`src/rtl/sdram_port_arbiter.sv`:
```
// Two-master Avalon-MM arbiter in front of a single SDRAM controller slave.
// Grants are sticky and round-robin under contention. The granted master's
// command reaches the slave combinationally, and a small tag FIFO records
// which master issued each accepted read so returning data can be routed
// back in order.
module sdram_port_arbiter #(
    parameter int ADDR_W      = 25,
    parameter int DATA_W      = 16,
    parameter int BE_W        = 2,
    parameter int MAX_PENDING = 8
) (
    input  logic              clk,
    input  logic              reset_n,

    input  logic [ADDR_W-1:0] m0_address,
    input  logic              m0_read,
    input  logic              m0_write,
    input  logic [DATA_W-1:0] m0_writedata,
    input  logic [BE_W-1:0]   m0_byteenable,
    output logic              m0_waitrequest,
    output logic [DATA_W-1:0] m0_readdata,
    output logic              m0_readdatavalid,

    input  logic [ADDR_W-1:0] m1_address,
    input  logic              m1_read,
    input  logic              m1_write,
    input  logic [DATA_W-1:0] m1_writedata,
    input  logic [BE_W-1:0]   m1_byteenable,
    output logic              m1_waitrequest,
    output logic [DATA_W-1:0] m1_readdata,
    output logic              m1_readdatavalid,

    output logic [ADDR_W-1:0] s_address,
    output logic              s_read,
    output logic              s_write,
    output logic [DATA_W-1:0] s_writedata,
    output logic [BE_W-1:0]   s_byteenable,
    input  logic              s_waitrequest,
    input  logic [DATA_W-1:0] s_readdata,
    input  logic              s_readdatavalid,

    output logic              rd_err
);

    localparam int PTR_W = $clog2(MAX_PENDING);
    localparam int CNT_W = PTR_W + 1;
    localparam logic [CNT_W-1:0] FULL_CNT = CNT_W'(MAX_PENDING);

    typedef enum logic {G0 = 1'b0, G1 = 1'b1} grant_e;

    grant_e grant_q, grant_d;

    // Tag FIFO state: one master-ID bit per outstanding read.
    logic             tag_mem_q [MAX_PENDING];
    logic [PTR_W-1:0] wr_ptr_q, wr_ptr_d;
    logic [PTR_W-1:0] rd_ptr_q, rd_ptr_d;
    logic [CNT_W-1:0] count_q, count_d;
    logic             rd_err_q, rd_err_d;

    // Master-side signals gathered into arrays so they can be indexed by grant.
    logic [ADDR_W-1:0] m_address    [2];
    logic              m_read       [2];
    logic              m_write      [2];
    logic [DATA_W-1:0] m_writedata  [2];
    logic [BE_W-1:0]   m_byteenable [2];
    logic              m_wait       [2];
    logic              m_rdv        [2];

    assign m_address[0]    = m0_address;
    assign m_address[1]    = m1_address;
    assign m_read[0]       = m0_read;
    assign m_read[1]       = m1_read;
    assign m_write[0]      = m0_write;
    assign m_write[1]      = m1_write;
    assign m_writedata[0]  = m0_writedata;
    assign m_writedata[1]  = m1_writedata;
    assign m_byteenable[0] = m0_byteenable;
    assign m_byteenable[1] = m1_byteenable;

    logic gsel;
    logic g_read, g_write;
    logic fifo_full, fifo_empty;
    logic read_eff, read_blocked;
    logic accept, push, pop;
    logic head_id;
    logic other_req, x_presenting;

    assign gsel       = (grant_q == G1);
    assign g_read     = m_read[gsel];
    assign g_write    = m_write[gsel];
    assign fifo_full  = (count_q == FULL_CNT);
    assign fifo_empty = (count_q == '0);

    // A simultaneous read+write is treated as a write; the read is ignored.
    assign read_eff     = g_read && !g_write && !fifo_full;
    assign read_blocked = g_read && !g_write && fifo_full;
    assign accept       = (g_write || read_eff) && !s_waitrequest;
    assign push         = read_eff && !s_waitrequest;
    assign pop          = s_readdatavalid && !fifo_empty;
    assign head_id      = tag_mem_q[rd_ptr_q];

    assign s_address    = m_address[gsel];
    assign s_read       = read_eff;
    assign s_write      = g_write;
    assign s_writedata  = m_writedata[gsel];
    assign s_byteenable = m_byteenable[gsel];

    genvar gi;
    generate
        for (gi = 0; gi < 2; gi++) begin : g_master
            // Non-granted master always stalls; granted one stalls on slave or a full FIFO.
            assign m_wait[gi] = (gsel != 1'(gi)) ? 1'b1 : (s_waitrequest || read_blocked);
            assign m_rdv[gi]  = pop && (head_id == 1'(gi));
        end
    endgenerate

    assign m0_waitrequest   = m_wait[0];
    assign m1_waitrequest   = m_wait[1];
    assign m0_readdatavalid = m_rdv[0];
    assign m1_readdatavalid = m_rdv[1];
    assign m0_readdata      = s_readdata;
    assign m1_readdata      = s_readdata;
    assign rd_err           = rd_err_q;

    // Hand the grant over only when the holder is done or idle, never mid-stall.
    always_comb begin
        grant_d      = grant_q;
        other_req    = m_read[~gsel] || m_write[~gsel];
        x_presenting = g_write || (g_read && !fifo_full);
        if (other_req && (accept || !x_presenting)) begin
            grant_d = (grant_q == G0) ? G1 : G0;
        end
    end

    // Next-state for FIFO pointers, occupancy and the sticky error flag.
    always_comb begin
        wr_ptr_d = push ? wr_ptr_q + 1'b1 : wr_ptr_q;
        rd_ptr_d = pop  ? rd_ptr_q + 1'b1 : rd_ptr_q;
        count_d  = count_q;
        unique case ({push, pop})
            2'b10:   count_d = count_q + 1'b1;
            2'b01:   count_d = count_q - 1'b1;
            default: count_d = count_q;
        endcase
        rd_err_d = rd_err_q || (s_readdatavalid && fifo_empty);
    end

    // Control state registers.
    always_ff @(posedge clk or negedge reset_n) begin
        if (!reset_n) begin
            grant_q  <= G0;
            wr_ptr_q <= '0;
            rd_ptr_q <= '0;
            count_q  <= '0;
            rd_err_q <= 1'b0;
        end else begin
            grant_q  <= grant_d;
            wr_ptr_q <= wr_ptr_d;
            rd_ptr_q <= rd_ptr_d;
            count_q  <= count_d;
            rd_err_q <= rd_err_d;
        end
    end

    // Tag storage; entries are only meaningful between push and pop, so no reset.
    always_ff @(posedge clk) begin
        if (push) begin
            tag_mem_q[wr_ptr_q] <= gsel;
        end
    end

endmodule

```
`config.mk`:
```
export PLATFORM = sky130hd
export DESIGN_NAME = sdram_port_arbiter
export DESIGN_NICKNAME = d
export VERILOG_FILES = /design/src/rtl/sdram_port_arbiter.sv
export SDC_FILE = /design/constraint.sdc
export NUM_CORES = 1
export LEC_CHECK = 0
export CAP_MARGIN = 20
export CORE_UTILIZATION = 27
export DETAILED_ROUTE_END_ITERATION = 8
export PLACE_DENSITY = 0.85
export SETUP_SLACK_MARGIN = 0.5
export SYNTH_ARGS = -nofsm -noshare
export SYNTH_HDL_FRONTEND = slang
export SYNTH_SLANG_ARGS = --single-unit
```
`constraint.sdc`:
```
create_clock -name clk -period 2.3 [get_ports clk]
set_input_delay 0.46 -clock clk [delete_from_list [all_inputs] [get_ports clk]]
set_output_delay 0.46 -clock clk [all_outputs]
set_load 0.01 [all_outputs]
```
==> impl_metrics.json <==
{
  "critPathKind": "flip-flop to flip-flop",
  "wl_per_cell_um": 17.5,
  "hold_start": "rd_err",
  "yosysMostFrequentCell": "mux2_2",
  "post-dp-hpwl_mm": 4.64,
  "power_switching_mw": 1.54,
  "slowest_delay_ns": 0.43,
  "synth.net_count": 287,
  "yosys_warnings": 0,
  "die_area_mm2": 0.00736,
  "async_flop_share": 0.600,
  "synthesis.area_mm2": 0.00190,
  "numCtsBuffers": 3,
  "dp_slack_ns": -0.448,
  "r2r-end": "count_q[2]",
  "core-area_mm2": 0.00679,
  "grt_pass1_wl_mm": 9.36,
  "die_y_um": 85.8,
  "drt_iter0_markers": 70,
  "gp_congestion": 0.782,
  "dpl_cell_area_mm2": 0.00334,
  "synthFlopType": "dfrtp_1",
  "setup_slack_ns": -0.0367,
  "crit_required_ns": 2.49,
  "path_common_cell": "xor2_1",
  "cp.arrival_ns": 2.52,
  "fin_area_mm2": 0.00421,
  "worstMarginPinSlew_ns": 0.583,
  "synth_top_area_cell": "mux2_2",
  "cts_buffer_depth": 2,
  "critical_path.max_fanout": 2,
  "antenna_found_initial": 1,
  "grt_pass1_vias": 1908,
  "period_needed_ns": 2.34,
  "portBuffers": 143,
  "drtAntennaViolNets": 0,
  "hold_depth": 1,
  "grt_overflow": 0,
  "comb_power_share": 0.773,
  "rsz0062_at_grt": "yes",
  "max-cap-violations": 0,
  "fin_crit_sh": 1.02,
  "seq_area_frac_synth": 0.285,
  "htree_levels": 1,
  "synth.ff_latch_count": 20,
  "ios": 192,
  "hold_class": "flip-flop to flip-flop",
  "path_cells": "nor4b_4, buf_4, a21oi_4, and2_4, inv_4, ha_4, xor2_1, ha_2, a21oi_2, xor2_1, nor2_1, xor2_1",
  "start_util": 0.279,
  "first_pass_iters": 4,
  "diodes": 0,
  "syn_to_final_growth_pct": 122,
  "clkPwrFrac": 0.062,
  "status": "finished with violations",
  "grt.total_usage": 0.164,
  "ys_types": 40,
  "wl_mm": 7.41,
  "synth.top_cells.by_area": "mux2_2 27%, dfrtp_1 16%, buf_4 13%, edfxtp_1 13%, ha_1 3.3%",
  "nNetsFinal": 444,
  "ir_drop_mv": 0.439,
  "setup_viol": 2,
  "drc_errors": 0,
  "hold_violations": 0,
  "fp.dieW_um": 85.8,
  "drive_above_1_share": 0.549,
  "cts_sinks": 20,
  "internal-power_mw": 2.82,
  "fin_skew_ns": 0.00321,
  "p_sw_frac": 0.353,
  "avgSynthCellArea_um2": 11.0,
  "cts-root-buf": "clkbuf_8",
  "min_to": "rd_err",
  "seqPwrFrac": 0.165,
  "grt_max_degree": 19,
  "cp_slowest_cell": "dfrtp_2",
  "start_kind": "flip-flop",
  "power.total_mw": 4.35,
  "clkSlewWorstSetupHoldPaths_ns": 0.08,
  "cts_tree": "built",
  "total_leakage_power_nw": 1.81,
  "slew_headroom": 0.610,
  "worstReg2RegStart": "count_q[0]",
  "synth-edff-count": 8,
  "slew_violations": 0,
  "vias_per_cell": 4.58,
  "rrSetupSlack_ns": -0.04,
  "timing.fmax_ghz": 0.428,
  "synth_commonest_cells": "45 x mux2_2, 32 x buf_4, 12 x dfrtp_1",
  "reg2reg_depth": 12,
  "synth_top_area_share": 0.267,
  "power_density_mw_per_mm2": 1030,
  "vias": 1940,
  "row_count": 30,
  "post-route-util": 0.620,
  "clock_latency_ns": 0.26,
  "worst_setup_path_end_kind": "flip-flop",
  "synthCells": 172,
  "violations": "setup timing"
}
==> stage by stage <==
step / setup TNS (ns) / hold slack [ns] / cells
2_1_floorplan: -0.0779 / 0.164 / 172
3_3_place_gp: -2.11 / 0.440 / 391
3_5_place_dp: -2.24 / 0.448 / 391
4_1_cts: -0.00267 / 0.465 / 411
5_1_grt: -0.294 / 0.490 / 424
6_report: -0.0540 / 0.464 / 424
==> flip-flops by register name, indices dropped and copies added (netlist names) <==
| signal | flops |
|---|---|
| tag_mem_q | 8 |
| count_q | 4 |
| rd_ptr_q | 3 |
| wr_ptr_q | 3 |
| grant_q | 1 |
| rd_err | 1 |
==> worst max-delay path, delay by kind of cell, from the launching register on <==
family                     cells  cell delay (ns)
DFF                            1             0.43
and+or+nand+nor                3             0.67
adders and majority gates      2             0.34
xor gates and xnor gates       3             0.48
buffers and inverters          2             0.27
AOI/OAI and AO/OA              2             0.08
==> cell usage in the layout (no fill, tap or decap), drive strengths merged, types with 2 or more instances in the layout <==
cell / n
mux4: 2
nor2: 5
buf: 94
a21oi: 2
edfxtp: 8
nand2: 7
dfrtp: 12
ha: 5
inv: 5
dlygate4sd2: 3
o21ai: 3
nand2b: 2
nor4b: 7
nor4: 3
clkbuf: 7
o211ai: 3
mux2: 46
xor2: 6
and2: 2
xnor2: 3
clkdlybuf4s50: 90
==> power by group through the flow <==
stage	registers [mW]	clock network [mW]	logic, mW
6_report	0.719	0.268	3.36
5_1_grt	0.736	0.288	3.53
4_1_cts	0.714	0.276	2.56
3_5_place_dp	0.670	0	2.03
3_3_place_gp	0.664	0	1.98
2_1_floorplan	0.642	0	1.16
==> cells by family (layout without fill, tap and decap cells) <==
logic type,Yosys count,in the layout,synth area share
adder cells (fa/ha/maj),5,5,0.0330
AND/OR/NAND/NOR,32,32,0.129
buffers and inverters,45,201,0.158
flip-flops,20,20,0.285
XOR/XNOR,9,9,0.0416
multiplexers,49,49,0.302
AO/OA/AOI/OAI,12,12,0.0508
==> worst max path at each step <==
stage	cells past startpoint	slack, ns	endpoint	start
after floorplan	11	-0.04	count_q[2]	m0_write
after global placement	12	-0.41	count_q[2]	m0_read
after detailed placement	10	-0.45	count_q[3]	m0_read
after CTS	11	-0.003	count_q[2]	grant_q
after global routing	11	-0.14	count_q[3]	count_q[0]
final	12	-0.04	count_q[2]	count_q[0]
==> layer usage <==
layer  vias to the layer above  part of all wire  global-route usage  routed length, µm
li1                        901                 -                   -                  -
met1                       929              0.41               0.198               3010
met2                        98              0.52               0.292               3860
met3                        10             0.061              0.0385                454
met4                         2             0.011              0.0394                 78
met5                         -            0.0018                   0                 13
==> area by class of cell <==
type | instances | area, µm²
Sequential cell | 20 | 546
Fill cell | 519 | 2580
Clock buffer | 4 | 55.1
Inverter | 5 | 26.3
Tap cell | 96 | 120
Multi-Input combinational cell | 107 | 1380
Timing Repair Buffer | 192 | 2090
==> repair_timing <==
item                                    in CTS  in global routing
gates resized for setup                    193                144
gates cloned                                 4                  4
endpoints found under the setup margin      62                 63
hold buffers                                 0                  0
pin swaps                                   17                 11
setup buffers                               12                  9
(Power assumes the default switching activity.)
